$ cat src/rtl/lock_pkg.sv
// Shared constants and state encoding for the password-setting and unlock blocks.
package lock_pkg;

    localparam int DIGITS  = 4;
    localparam int DIGIT_W = 4;
    localparam int PW_W    = DIGITS * DIGIT_W;
    localparam int DCNT_W  = 3;

    typedef enum logic [2:0] {
        NO_PW,
        ENTRY,
        CHECK,
        OPEN,
        LOCKOUT
    } lock_state_t;

endpackage

$ cat src/rtl/lock_timeout_counter.sv
// Start/done counter: o_done is high in the last of CYCLES counted cycles after i_start.
module lock_timeout_counter #(
    parameter int CYCLES = 100000000,
    parameter int CNT_W  = 27
) (
    input  logic clk,
    input  logic rst,
    input  logic i_start,
    input  logic i_abort,
    output logic o_done
);

    localparam logic [CNT_W-1:0] LAST = CNT_W'(CYCLES - 1);

    logic [CNT_W-1:0] r_cnt;
    logic             r_run;

    assign o_done = r_run && (r_cnt == LAST);

    always_ff @(posedge clk) begin
        if (rst || i_abort) begin
            r_run <= 1'b0;
            r_cnt <= '0;
        end else if (i_start) begin
            r_run <= 1'b1;
            r_cnt <= '0;
        end else if (r_run) begin
            if (o_done) begin
                r_run <= 1'b0;
                r_cnt <= '0;
            end else begin
                r_cnt <= r_cnt + 1'b1;
            end
        end
    end

endmodule

$ cat src/rtl/lock_verify.sv
// Unlock FSM: collects four digits, compares against the stored password,
// counts consecutive failures and holds a timed lockout after too many.
module lock_verify
    import lock_pkg::*;
#(
    parameter int MAX_ATTEMPTS   = 3,
    parameter int LOCKOUT_CYCLES = 100000000,
    parameter int CNT_W          = 27
) (
    input  logic              clk,
    input  logic              rst,
    input  logic              enter,
    input  logic              clear,
    input  logic              relock,
    input  logic [DIGIT_W-1:0] switch,
    input  logic [PW_W-1:0]   password,
    input  logic              pw_valid,
    output logic              unlocked,
    output logic              fail,
    output logic              locked_out,
    output logic [DCNT_W-1:0] digit_cnt,
    output logic [2:0]        attempts_left
);

    localparam logic [2:0]        ATT_MAX  = 3'(MAX_ATTEMPTS);
    localparam logic [DCNT_W-1:0] DCNT_MAX = DCNT_W'(DIGITS);

    lock_state_t       r_state, w_state_nxt;
    logic [PW_W-1:0]   r_buf, w_buf_nxt;
    logic [DCNT_W-1:0] r_digit_cnt, w_digit_cnt_nxt;
    logic [2:0]        r_attempts, w_attempts_nxt;
    logic              r_unlocked, w_unlocked_nxt;
    logic              r_fail, w_fail_nxt;
    logic              r_locked_out, w_locked_out_nxt;
    logic              w_tmr_start, w_tmr_abort, w_tmr_done;

    lock_timeout_counter #(
        .CYCLES (LOCKOUT_CYCLES),
        .CNT_W  (CNT_W)
    ) u_tmr (
        .clk     (clk),
        .rst     (rst),
        .i_start (w_tmr_start),
        .i_abort (w_tmr_abort),
        .o_done  (w_tmr_done)
    );

    always_ff @(posedge clk) begin
        if (rst) begin
            r_state      <= NO_PW;
            r_buf        <= '0;
            r_digit_cnt  <= '0;
            r_attempts   <= ATT_MAX;
            r_unlocked   <= 1'b0;
            r_fail       <= 1'b0;
            r_locked_out <= 1'b0;
        end else begin
            r_state      <= w_state_nxt;
            r_buf        <= w_buf_nxt;
            r_digit_cnt  <= w_digit_cnt_nxt;
            r_attempts   <= w_attempts_nxt;
            r_unlocked   <= w_unlocked_nxt;
            r_fail       <= w_fail_nxt;
            r_locked_out <= w_locked_out_nxt;
        end
    end

    always_comb begin
        w_state_nxt      = r_state;
        w_buf_nxt        = r_buf;
        w_digit_cnt_nxt  = r_digit_cnt;
        w_attempts_nxt   = r_attempts;
        w_unlocked_nxt   = r_unlocked;
        w_fail_nxt       = 1'b0;
        w_locked_out_nxt = r_locked_out;
        w_tmr_start      = 1'b0;
        w_tmr_abort      = 1'b0;

        // Losing the password outranks everything the FSM might be doing.
        if (!pw_valid && r_state != NO_PW) begin
            w_state_nxt      = NO_PW;
            w_buf_nxt        = '0;
            w_digit_cnt_nxt  = '0;
            w_unlocked_nxt   = 1'b0;
            w_locked_out_nxt = 1'b0;
            w_attempts_nxt   = ATT_MAX;
            w_tmr_abort      = 1'b1;
        end else begin
            unique case (r_state)
                NO_PW: begin
                    if (pw_valid) begin
                        w_state_nxt     = ENTRY;
                        w_digit_cnt_nxt = '0;
                    end
                end
                ENTRY: begin
                    if (clear) begin
                        w_buf_nxt       = '0;
                        w_digit_cnt_nxt = '0;
                    end else if (enter && r_digit_cnt < DCNT_MAX) begin
                        w_buf_nxt[r_digit_cnt[1:0]*DIGIT_W +: DIGIT_W] = switch;
                        w_digit_cnt_nxt = r_digit_cnt + 1'b1;
                        if (r_digit_cnt == DCNT_MAX - 1'b1)
                            w_state_nxt = CHECK;
                    end
                end
                CHECK: begin
                    // The entered code is never retained past the compare.
                    w_buf_nxt       = '0;
                    w_digit_cnt_nxt = '0;
                    if (r_buf == password) begin
                        w_state_nxt    = OPEN;
                        w_unlocked_nxt = 1'b1;
                        w_attempts_nxt = ATT_MAX;
                    end else begin
                        w_fail_nxt     = 1'b1;
                        w_attempts_nxt = r_attempts - 1'b1;
                        if (r_attempts == 3'd1) begin
                            w_state_nxt      = LOCKOUT;
                            w_locked_out_nxt = 1'b1;
                            w_tmr_start      = 1'b1;
                        end else begin
                            w_state_nxt = ENTRY;
                        end
                    end
                end
                OPEN: begin
                    if (relock) begin
                        w_unlocked_nxt = 1'b0;
                        w_state_nxt    = ENTRY;
                    end
                end
                LOCKOUT: begin
                    if (w_tmr_done) begin
                        w_locked_out_nxt = 1'b0;
                        w_attempts_nxt   = ATT_MAX;
                        w_state_nxt      = ENTRY;
                    end
                end
                default: begin
                    w_state_nxt = NO_PW;
                end
            endcase
        end
    end

    assign unlocked      = r_unlocked;
    assign fail          = r_fail;
    assign locked_out    = r_locked_out;
    assign digit_cnt     = r_digit_cnt;
    assign attempts_left = r_attempts;

endmodule

$ cat config.mk
export PLATFORM = sky130hd
export DESIGN_NAME = lock_verify
export DESIGN_NICKNAME = d
export VERILOG_FILES = /design/src/rtl/lock_pkg.sv /design/src/rtl/lock_timeout_counter.sv /design/src/rtl/lock_verify.sv
export SDC_FILE = /design/constraint.sdc
export NUM_CORES = 1
export LEC_CHECK = 0
export BUFFER_PORTS_ARGS = -buffer_cell sky130_fd_sc_hd__buf_2
export CAP_MARGIN = 15
export CORE_MARGIN = 8
export CORE_UTILIZATION = 40
export DETAILED_ROUTE_END_ITERATION = 10
export HOLD_SLACK_MARGIN = 0.12
export PLACE_DENSITY_LB_ADDON = 0.1
export SLEW_MARGIN = 20
export SYNTH_ARGS = -nofsm -noshare
export SYNTH_HDL_FRONTEND = slang
export SYNTH_SLANG_ARGS = --single-unit
$ cat constraint.sdc
create_clock -name clk -period 1.95 [get_ports clk]
set_input_delay 0.2925 -clock clk [delete_from_list [all_inputs] [get_ports clk]]
set_output_delay 0.2925 -clock clk [all_outputs]
set_load 0.01 [all_outputs]
==> results.md, run 1 <==
* Status: completed
* DP Wirelength at 5.195 mm
* Hold WC Path Type: input port to flip-flop
* Kind of critical path: flip-flop to flip-flop
* GRT overflow at 0
* Post-Route Utilization at between 40% and 50%
* Family with the most delay on the worst path: simple AND/OR/NAND/NOR gates
* Final setup margin at around 0.076 ns
* Critical path depth in cells at 5
* Fin. max-slew vios at 0
* Initial antenna violation count at 0
* Wire per inst at 14.00 µm
* Worst path max stage delay at about 0.64 ns
* Period minus WS final at 1.874 ns
* Hold path cells at 2
* NumNets Final at approximately 440
* Routed vias at roughly 2600
* Path depth of the worst reg2reg path at 5
* First-pass GRT wire length at ~11 mm
* Final hold violations at 0
* Fraction of layout cells with a size suffix above 1 at a little under a quarter
* Clock Skews at about 0.014 ns
* Drt first-iter violations at 91
* Crit path max fanout at 11
* CTS max path bufs at 2
* Post-Synthesis Cell Area at about 0.0030 mm²
* CTS Hold Bufs at 0
* # H-tree levels at 2
* Max cap viols at 0
* Ports at 35
* CTS root buffer: clkbuf_8
* 1st-pass router iterations at 4
* Syn_area_per_cell at between 8 and 9 µm²
* Post-placement setup slack at 0.03066 ns
* WL final at roughly 7.0 mm
* Fillcell total at approximately 720
* CP max stage cell: or4_4
* Max Clock Freq at between 500 and 600 MHz
* Async SR Flop Fraction at 0%
* Critical Path AT at slightly above 2 ns
* Yosys cell types at 54
* Gate Count Post-Synth at around 340
* Die Wd at between 100 and 150 µm
* Pwr dens at 614.6 mW/mm²
* Post-synth top flop: dfxtp_1
* Num CTS Buffers at 5
* Syn nets at 378
* Setup Viol. Count Final at 0
* Worst vdd ir at 0.0003036 V
* Number of port buffers at 34
* GP Congestion at about 0.8
* Total Neg Setup Slack at 0 ns
* Period utilisation layout at between 90% and 100%
* Area of the multi-input gates at approximately 0.0018 mm²
* Placed cells at 492
* Clock Sinks at 56
* Flops & latches, synth at 56
* Worst slew margin at approximately half
* Overall Power at 2.210 mW
* RSZ-0062 raised after global routing: false
* Overall routing resource usage at about an eighth
* Post-synthesis sequential area ratio at between 30% and 40%
* CP Launch Type: flip-flop
* DRC at 0
* Die Ht at 102.6 µm
* Largest net degree at the start of global routing at 24
* Die area at roughly 0.011 mm²
* Worst Path Buf+Inv at 0
* CP Capture Type: flip-flop
* Worst skew pair latency at 0.31 ns
* Synth warn at 0
* Core outline area at around 0.0073 mm²
* Worst path cell trace: and3_1, nand4_2, or4_4, o211ai_4, nor2_1
* Leakage at ~1.3 nW
* Register cell area after layout at around 0.0011 mm²
* Diode count at 0
* Vias in the first global route at about 2500
* TritonCTS clock tree: built
* Placement row count at 31
* Initial core utilization at about two fifths
* Fin cells at 501
* Cts repair resizes at 0
* Area Growth Syn to Fin at 20.00%
* Via/cell ratio at 5.180
* WP data required at ~2.1 ns
* Number of post-CTS setup repair buffers at 0
* Post-synth EDFFs at 0
* Detail Route Antenna Nets at 0
* CTS clk-pin slew, worst paths at roughly 0.11 ns
* Worst-Margin Slew at 0.7533 ns
-- sequential cells by signal, indices dropped and copies added, names as in the netlist --
name,count
fail,1
attempts_left,3
u_tmr.r_run,1
r_state,3
locked_out,1
unlocked,1
r_buf,16
digit_cnt,3
u_tmr.r_cnt,27
-- cell usage in the layout (no fill, tap or decap), types with 2 or more instances in the layout --
cell,netlist,routed
a211o_1,2,2
a211oi_2,1,2
a21oi_1,22,22
a22oi_1,5,5
and3_1,2,2
and4_1,2,2
buf_2,4,34
buf_4,0,28
clkbuf_8,0,5
dfxtp_1,56,56
ha_1,9,9
inv_1,12,12
mux2i_1,3,3
nand2_1,21,21
nand2b_1,10,10
nand3_1,23,23
nand3b_1,2,2
nand4_1,15,15
nand4_2,3,3
nor2_1,43,43
nor2_2,3,3
nor2b_1,3,3
nor3_1,12,12
nor4_2,2,4
nor4_4,3,3
nor4b_1,2,2
o211ai_4,1,2
o21ai_0,3,3
or2_2,3,3
or3_1,2,2
or3b_1,2,2
or4_4,1,2
xnor2_1,29,29
xor2_1,11,11
-- cell families after synthesis --
group	synth area share (%)
compound gates	11.32
fa+ha+maj	3.758
buf+inv	3.674
simple gates	31.15
flops	37.41
mux	1.002
xor+xnor	11.69
-- final timing paths --
check                                             startpoint                           to  slack [ns]
worst max-delay path            u_tmr.r_cnt[23]$_SDFFE_PP0P_  u_tmr.r_cnt[7]$_SDFFE_PP0P_        0.08
worst min-delay path                                     rst      r_state[2]$_SDFFE_PP0P_        0.14
worst max register to register  u_tmr.r_cnt[23]$_SDFFE_PP0P_  u_tmr.r_cnt[7]$_SDFFE_PP0P_        0.08
worst min register to register         r_buf[5]$_SDFFE_PP0P_        r_buf[5]$_SDFFE_PP0P_        0.47
-- synthesized netlist by cell type, types with 2 or more instances --
library cell / instances / area share, %
a211o_1: 2 / 0.58
a211oi_1: 2 / 0.50
a21oi_1: 22 / 3.7
a22oi_1: 5 / 1.3
and3_1: 2 / 0.42
and4_1: 2 / 0.58
buf_2: 4 / 0.67
buf_6: 2 / 0.75
clkbuf_1: 6 / 0.75
dfxtp_1: 56 / 37
ha_1: 9 / 3.8
inv_1: 12 / 1.5
mux2i_1: 3 / 1.0
nand2_1: 21 / 2.6
nand2b_1: 10 / 2.1
nand3_1: 23 / 3.8
nand3b_1: 2 / 0.50
nand4_1: 15 / 3.1
nand4_2: 3 / 1.3
nor2_1: 43 / 5.4
nor2_2: 3 / 0.63
nor2b_1: 3 / 0.63
nor3_1: 12 / 2.0
nor4_1: 2 / 0.42
nor4_2: 2 / 0.83
nor4_4: 3 / 2.1
nor4b_1: 2 / 0.58
o21ai_0: 3 / 0.50
o21bai_1: 2 / 0.50
or2_2: 3 / 0.63
or3_1: 2 / 0.42
or3b_1: 2 / 0.58
xnor2_1: 29 / 8.5
xor2_1: 11 / 3.2
-- power breakdown --
| group | internal, mW | leakage [nW] | switching, mW |
|---|---|---|---|
| Sequential | 1.15 | 0.452 | 0.0144 |
| Combinational | 0.117 | 0.811 | 0.160 |
| Clock | 0.382 | 0.0552 | 0.381 |
| Total | 1.65 | 1.32 | 0.556 |
-- worst reg2reg max path, stage by stage (launching register included) --
cell      delay (ns)
dfxtp_1         0.37
and3_1          0.24
nand4_2         0.18
or4_4           0.64
o211ai_4        0.22
nor2_1          0.09
-- stage by stage --
step / instance area, µm² / hold slack (ns)
6_report: 3596 / 0.1353
5_1_grt: 3596 / 0.1275
4_1_cts: 3547 / 0.1273
3_5_place_dp: 3440 / 0.4574
3_3_place_gp: 3440 / 0.4438
2_1_floorplan: 2997 / 0.3693
-- layout make-up --
class,count,share of cell area (%)
clock buffer,6,2.018
clock inverter,2,0.9743
inverter,12,1.253
multi-input combinational,264,50.56
sequential,56,31.18
tap,99,3.445
timing repair buffer,62,10.58
-- metal layers --
| layer | vias to the layer above | routed length [µm] | global-route usage (%) |
|---|---|---|---|
| met1 | 1231 | 3541 | 16.93 |
| met2 | 34 | 3130 | 21.98 |
| met5 | - | 0 | 0 |
| met3 | 6 | 284 | 3.174 |
| met4 | 0 | 60 | 3.725 |
| li1 | 1324 | - | - |
(Power assumes the default switching activity.)
==> run 2: changes to the inputs <==
--- a/config.mk
+++ b/config.mk
@@ -7,8 +7,10 @@
 export LEC_CHECK = 0
 export BUFFER_PORTS_ARGS = -buffer_cell sky130_fd_sc_hd__buf_2
 export CAP_MARGIN = 15
+export CELL_PAD_IN_SITES_DETAIL_PLACEMENT = 0
+export CELL_PAD_IN_SITES_GLOBAL_PLACEMENT = 2
 export CORE_MARGIN = 8
-export CORE_UTILIZATION = 40
+export CORE_UTILIZATION = 32
 export DETAILED_ROUTE_END_ITERATION = 10
 export HOLD_SLACK_MARGIN = 0.12
 export PLACE_DENSITY_LB_ADDON = 0.1
==> results.md, run 2 (synthesized netlist as in run 1, its figures left out) <==
* Die Wd at approximately 110 µm
* RSZ-0062 raised after global routing: true
* Min-Delay Endpoint: r_state[2]$_SDFFE_PP0P_
* Pwr dens at approximately 600 mW/mm²
* Die Ht at roughly 110 µm
* R2R Path Start: u_tmr.r_cnt[16]$_SDFFE_PP0P_
* Fin. max-slew vios at 0
* TritonCTS clock tree: built
* Clock Skews at approximately 0.0054 ns
* 1st-pass router iterations at 4
* Worst vdd ir at roughly 0.00032 V
* Status: completed
* Leakage at about 1.4 nW
* Initial antenna violation count at 0
* Via/cell ratio at between 4 and 5
* Overall Power at roughly 2.1 mW
* # H-tree levels at 2
* WL final at just under 8 mm
* GP Congestion at 0.7467
* Detail Route Antenna Nets at 0
* Worst R2R End: u_tmr.r_cnt[9]$_SDFFE_PP0P_
* Number of port buffers at 34
* Hold WC Path Type: input port to flip-flop
* Initial core utilization at approximately a third
* Overall routing resource usage at a little under an eighth
* Max cap viols at 0
* NumNets Final at ~440
* Path depth of the worst reg2reg path at 5
* Max reg flops at 27
* Fillcell total at 973
* CP max stage cell: or4_4
* Setup Viol. Count Final at 0
* Placed inst area at 0.003492 mm²
* Fraction of layout cells with a size suffix above 1 at 25.49%
* Routed vias at between 2000 and 3000
* Drt first-iter violations at 100
* Diode count at 0
* Worst slew margin at a little over half
* Worst-Margin Slew at 0.6743 ns
* CTS root buffer: clkbuf_8
* DP Wirelength at between 5 and 6 mm
* Critical Path AT at 2.07 ns
* Biggest regs: u_tmr.r_cnt x27, r_buf x16
* Kind of critical path: flip-flop to flip-flop
* Top reg by flops: u_tmr.r_cnt
* Min-delay src: rst
* Worst Path Buf+Inv at 0
* WP data required at approximately 2.1 ns
* Final hold violations at 0
* Clock Sinks at 56
* Num CTS Buffers at 5
* GRT overflow at 0
* Period minus WS final at around 1.9 ns
* Post-placement setup slack at between 0.04 and 0.05 ns
* Die area at 0.01272 mm²
* Hold path cells at 2
* Family with the most delay on the worst path: simple AND/OR/NAND/NOR gates
* Worst skew pair latency at a little over 0.3 ns
* Core outline area at roughly 0.0092 mm²
* Worst path cell trace: and4_4, nand4_2, or4_4, o211ai_4, nor2_1
* Final setup margin at roughly 0.074 ns
* Max Clock Freq at about 530 MHz
* Largest net degree at the start of global routing at 24
* CTS Hold Bufs at 0
* First-pass GRT wire length at about 12 mm
* CP Capture Type: flip-flop
* Placement row count at 35
* CTS max path bufs at 2
* Area Growth Syn to Fin at 21.92%
* CP Launch Type: flip-flop
* Total Neg Setup Slack at 0 ns
* Crit path max fanout at 11
* R2r setup slk at about 0.074 ns
* DRC at 0
* Wire per inst at 14.92 µm
* Period utilisation layout at 96.20%
* Post-route cell area at 0.003654 mm²
* CTS clk-pin slew, worst paths at 0.10 ns
* Commonest non-fill, non-tap cell in the layout: dfxtp_1
* Vias in the first global route at approximately 2600
* Ports at 35
* Most frequent cells in the layout: dfxtp_1, nor2_1, buf_2, buf_4, xnor2_1
* Worst path max stage delay at 0.65 ns
[run 2: cell type report]
class / instances / area [µm²] / area share (%)
clock inverter: 1 / 8.758 / 0.2397
tap: 111 / 138.9 / 3.801
clock buffer: 6 / 82.58 / 2.260
multi-input combinational: 265 / 1831 / 50.10
sequential: 56 / 1122 / 30.72
timing repair buffer: 68 / 425.4 / 11.64
inverter: 12 / 45.04 / 1.233
[run 2: layer usage]
| metal | wire (µm) | up-vias | global-route usage (%) |
|---|---|---|---|
| li1 | - | 1344 | - |
| met1 | 3842 | 1172 | 15.21 |
| met2 | 3706 | 24 | 20.15 |
| met3 | 114 | 6 | 2.077 |
| met4 | 80 | 0 | 3.237 |
| met5 | 0 | - | 0 |
[run 2: what timing repair did]
item / 4_1_cts / 5_1_grt
gates resized for setup: 0 / 7
buffers inserted: 0 / 1
setup endpoints to repair: 0 / 30
[run 2: worst reg2reg max path: cells and delay by family (launching register included)]
kind             cells  cell delay, ns
flip-flops           1            0.35
AO/OA/AOI/OAI        1            0.22
AND/OR/NAND/NOR      4            1.19
[run 2: worst max-delay path by stage]
stage                     cells past startpoint  slack [ns]                            end                    startpoint
after floorplan                               7        0.05         r_buf[12]$_SDFFE_PP0P_     digit_cnt[0]$_SDFFE_PP0P_
after global placement                        6        0.08  attempts_left[2]$_SDFFE_PP0P_  u_tmr.r_cnt[10]$_SDFFE_PP0P_
after detailed placement                      5        0.04   u_tmr.r_cnt[10]$_SDFFE_PP0P_  u_tmr.r_cnt[23]$_SDFFE_PP0P_
after CTS                                     5        0.02   u_tmr.r_cnt[10]$_SDFFE_PP0P_  u_tmr.r_cnt[23]$_SDFFE_PP0P_
after global routing                          4       -0.01        r_state[2]$_SDFFE_PP0P_       r_state[2]$_SDFFE_PP0P_
final                                         5        0.07    u_tmr.r_cnt[9]$_SDFFE_PP0P_  u_tmr.r_cnt[16]$_SDFFE_PP0P_
[run 2: through the flow]
stage / util (%) / hold slack [ns] / cells
after floorplan: - / 0.3693 / 343
after CTS: 39.15 / 0.1431 / 516
final: 39.92 / 0.1593 / 519
after global placement: 38.15 / 0.4437 / 509
after global routing: 39.92 / 0.1329 / 519
after detailed placement: 38.15 / 0.4516 / 509
[run 2: power by group]
| part | switching (mW) | total [mW] | internal [mW] | leakage [nW] |
|---|---|---|---|---|
| registers | 0.0145 | 1.17 | 1.15 | 0.452 |
| logic | 0.167 | 0.290 | 0.124 | 0.866 |
| clock network | 0.388 | 0.673 | 0.285 | 0.0473 |
==> run 3: changes to the inputs <==
--- a/config.mk
+++ b/config.mk
@@ -9,6 +9,7 @@
 export CAP_MARGIN = 15
 export CELL_PAD_IN_SITES_DETAIL_PLACEMENT = 0
 export CELL_PAD_IN_SITES_GLOBAL_PLACEMENT = 2
+export CORE_ASPECT_RATIO = 0.9
 export CORE_MARGIN = 8
 export CORE_UTILIZATION = 32
 export DETAILED_ROUTE_END_ITERATION = 10
==> results.md, run 3 (synthesized netlist as in run 1, its figures left out) <==
* Status: completed
* Detail Route Antenna Nets at 0
* Leakage at approximately 1.3 nW
* Fillcell total at roughly 940
* CTS clk-pin slew, worst paths at 0.11 ns
* Hold path cells at 2
* TritonCTS clock tree: built
* Worst Path Buf+Inv at 0
* Placement row count at 33
* Diode count at 0
* RSZ-0062 raised after global routing: true
* Overall routing resource usage at between 10% and 20%
* Family with the most delay on the worst path: simple AND/OR/NAND/NOR gates
* Critical Path AT at between 2 and 2.5 ns
* Top reg by flops: u_tmr.r_cnt
* Period minus WS final at about 1.9 ns
* R2R Path Start: u_tmr.r_cnt[16]$_SDFFE_PP0P_
* Worst path cell trace: and4_4, nand4_2, or4_4, o211ai_4, nor2_1
* CTS max path bufs at 2
* Max cap viols at 0
* Min-Delay Endpoint: r_state[2]$_SDFFE_PP0P_
* Max Clock Freq at roughly 540 MHz
* # H-tree levels at 2
* Most frequent cells in the layout: dfxtp_1, nor2_1, buf_2
* Min-delay src: rst
* CP Capture Type: flip-flop
* Placed cells at between 500 and 600
* Worst slew margin at about three fifths
* Routed vias at around 2500
* Core outline area at ~0.0091 mm²
* DP Wirelength at between 5 and 6 mm
* Vias in the first global route at roughly 2600
* Commonest non-fill, non-tap cell in the layout: dfxtp_1
* Worst R2R End: u_tmr.r_cnt[6]$_SDFFE_PP0P_
* Drt first-iter violations at 94
* Fin cells at between 500 and 600
* Wire per inst at about 14 µm
* DRC at 0
* Crit path max fanout at 12
* Setup Viol. Count Final at 0
* Die Ht at 107.8 µm
* Period utilisation layout at 95.30%
* Path depth of the worst reg2reg path at 5
* R2r setup slk at approximately 0.092 ns
* Final hold violations at 0
* CP max stage cell: or4_4
* Worst-Margin Slew at approximately 0.57 ns
* Ports at 35
* CTS root buffer: clkbuf_8
* NumNets Final at approximately 440
* WL final at around 7.5 mm
* GRT overflow at 0
* Worst vdd ir at about 0.00026 V
* Num CTS Buffers at 5
* Worst path max stage delay at roughly 0.6 ns
* Die area at ~0.013 mm²
* Initial core utilization at 32.84%
* Clock Skews at approximately 0.0041 ns
* Number of port buffers at 34
* Initial antenna violation count at 0
* Via/cell ratio at 4.776
* Clock Sinks at 56
* First-pass GRT wire length at roughly 13 mm
* Hold WC Path Type: input port to flip-flop
* WP data required at approximately 2.1 ns
* Worst skew pair latency at 0.31 ns
* Area Growth Syn to Fin at 21.34%
* Post-Route Utilization at 39.85%
* CTS Hold Bufs at 0
* Die Wd at between 100 and 150 µm
* CP Launch Type: flip-flop
* Kind of critical path: flip-flop to flip-flop
* Number of post-CTS setup repair buffers at 0
* 1st-pass router iterations at 4
* GP Congestion at roughly 0.73
* Max reg flops at 27
* Fin. max-slew vios at 0
* Biggest regs: u_tmr.r_cnt x27, r_buf x16
* Fraction of layout cells with a size suffix above 1 at 25.50%
* Pwr dens at ~620 mW/mm²
* Largest net degree at the start of global routing at 23
* Overall Power at 2.256 mW
* Min Hold Slack at ~0.14 ns
-- run 3: power by group --
part,internal [mW],switching [mW]
combinational,0.121,0.166
sequential,1.16,0.0155
clock,0.381,0.416
total,1.66,0.598
-- run 3: worst max-delay path by stage --
stage	start	end	slack (ns)	depth (start not counted)
after floorplan	digit_cnt[0]$_SDFFE_PP0P_	r_buf[12]$_SDFFE_PP0P_	0.05	7
after detailed placement	u_tmr.r_cnt[15]$_SDFFE_PP0P_	u_tmr.r_cnt[14]$_SDFFE_PP0P_	0.01	5
after CTS	u_tmr.r_cnt[15]$_SDFFE_PP0P_	u_tmr.r_cnt[10]$_SDFFE_PP0P_	0.03	5
final	u_tmr.r_cnt[16]$_SDFFE_PP0P_	u_tmr.r_cnt[6]$_SDFFE_PP0P_	0.09	5
after global routing	r_state[2]$_SDFFE_PP0P_	r_state[2]$_SDFFE_PP0P_	-0.03	4
after global placement	u_tmr.r_cnt[15]$_SDFFE_PP0P_	u_tmr.r_cnt[24]$_SDFFE_PP0P_	0.06	5
-- run 3: area by class of cell --
class                   count  area (µm²)  area share, %
repair buffers             64       395.4          10.87
flip-flops and latches     56        1126          30.97
inverters                  12       45.04          1.239
multi-input cells         264        1805          49.66
well taps                 122       152.6          4.198
clock inverters             3       42.54          1.170
clock buffers               5       68.82          1.893
-- run 3: per-stage QoR --
stage / setup WS (ns) / setup TNS, ns / cell area (µm²)
6_report: 0.09167 / 0 / 3636
2_1_floorplan: 0.04790 / 0 / 2997
3_5_place_dp: 0.01099 / 0 / 3483
4_1_cts: 0.03437 / 0 / 3607
3_3_place_gp: 0.05558 / 0 / 3483
5_1_grt: -0.03154 / -0.03154 / 3636
-- run 3: worst register-to-register path, stage by stage, from the launching register on --
cell	delay, ns
dfxtp_1	0.39
and4_4	0.26
nand4_2	0.16
or4_4	0.61
o211ai_4	0.23
nor2_1	0.10
-- run 3: what timing repair did --
item,in CTS,in global routing
pin swaps,1,1
cloned,1,0
resized for setup,0,8
setup endpoints to repair,3,26
-- run 3: layer usage --
metal / track usage (%) / wire (µm) / up-vias
met5: 0 / 0 / -
met4: 3.288 / 72 / 0
li1: - / - / 1330
met2: 17.86 / 2991 / 40
met1: 18.06 / 4165 / 1134
met3: 2.569 / 263 / 8
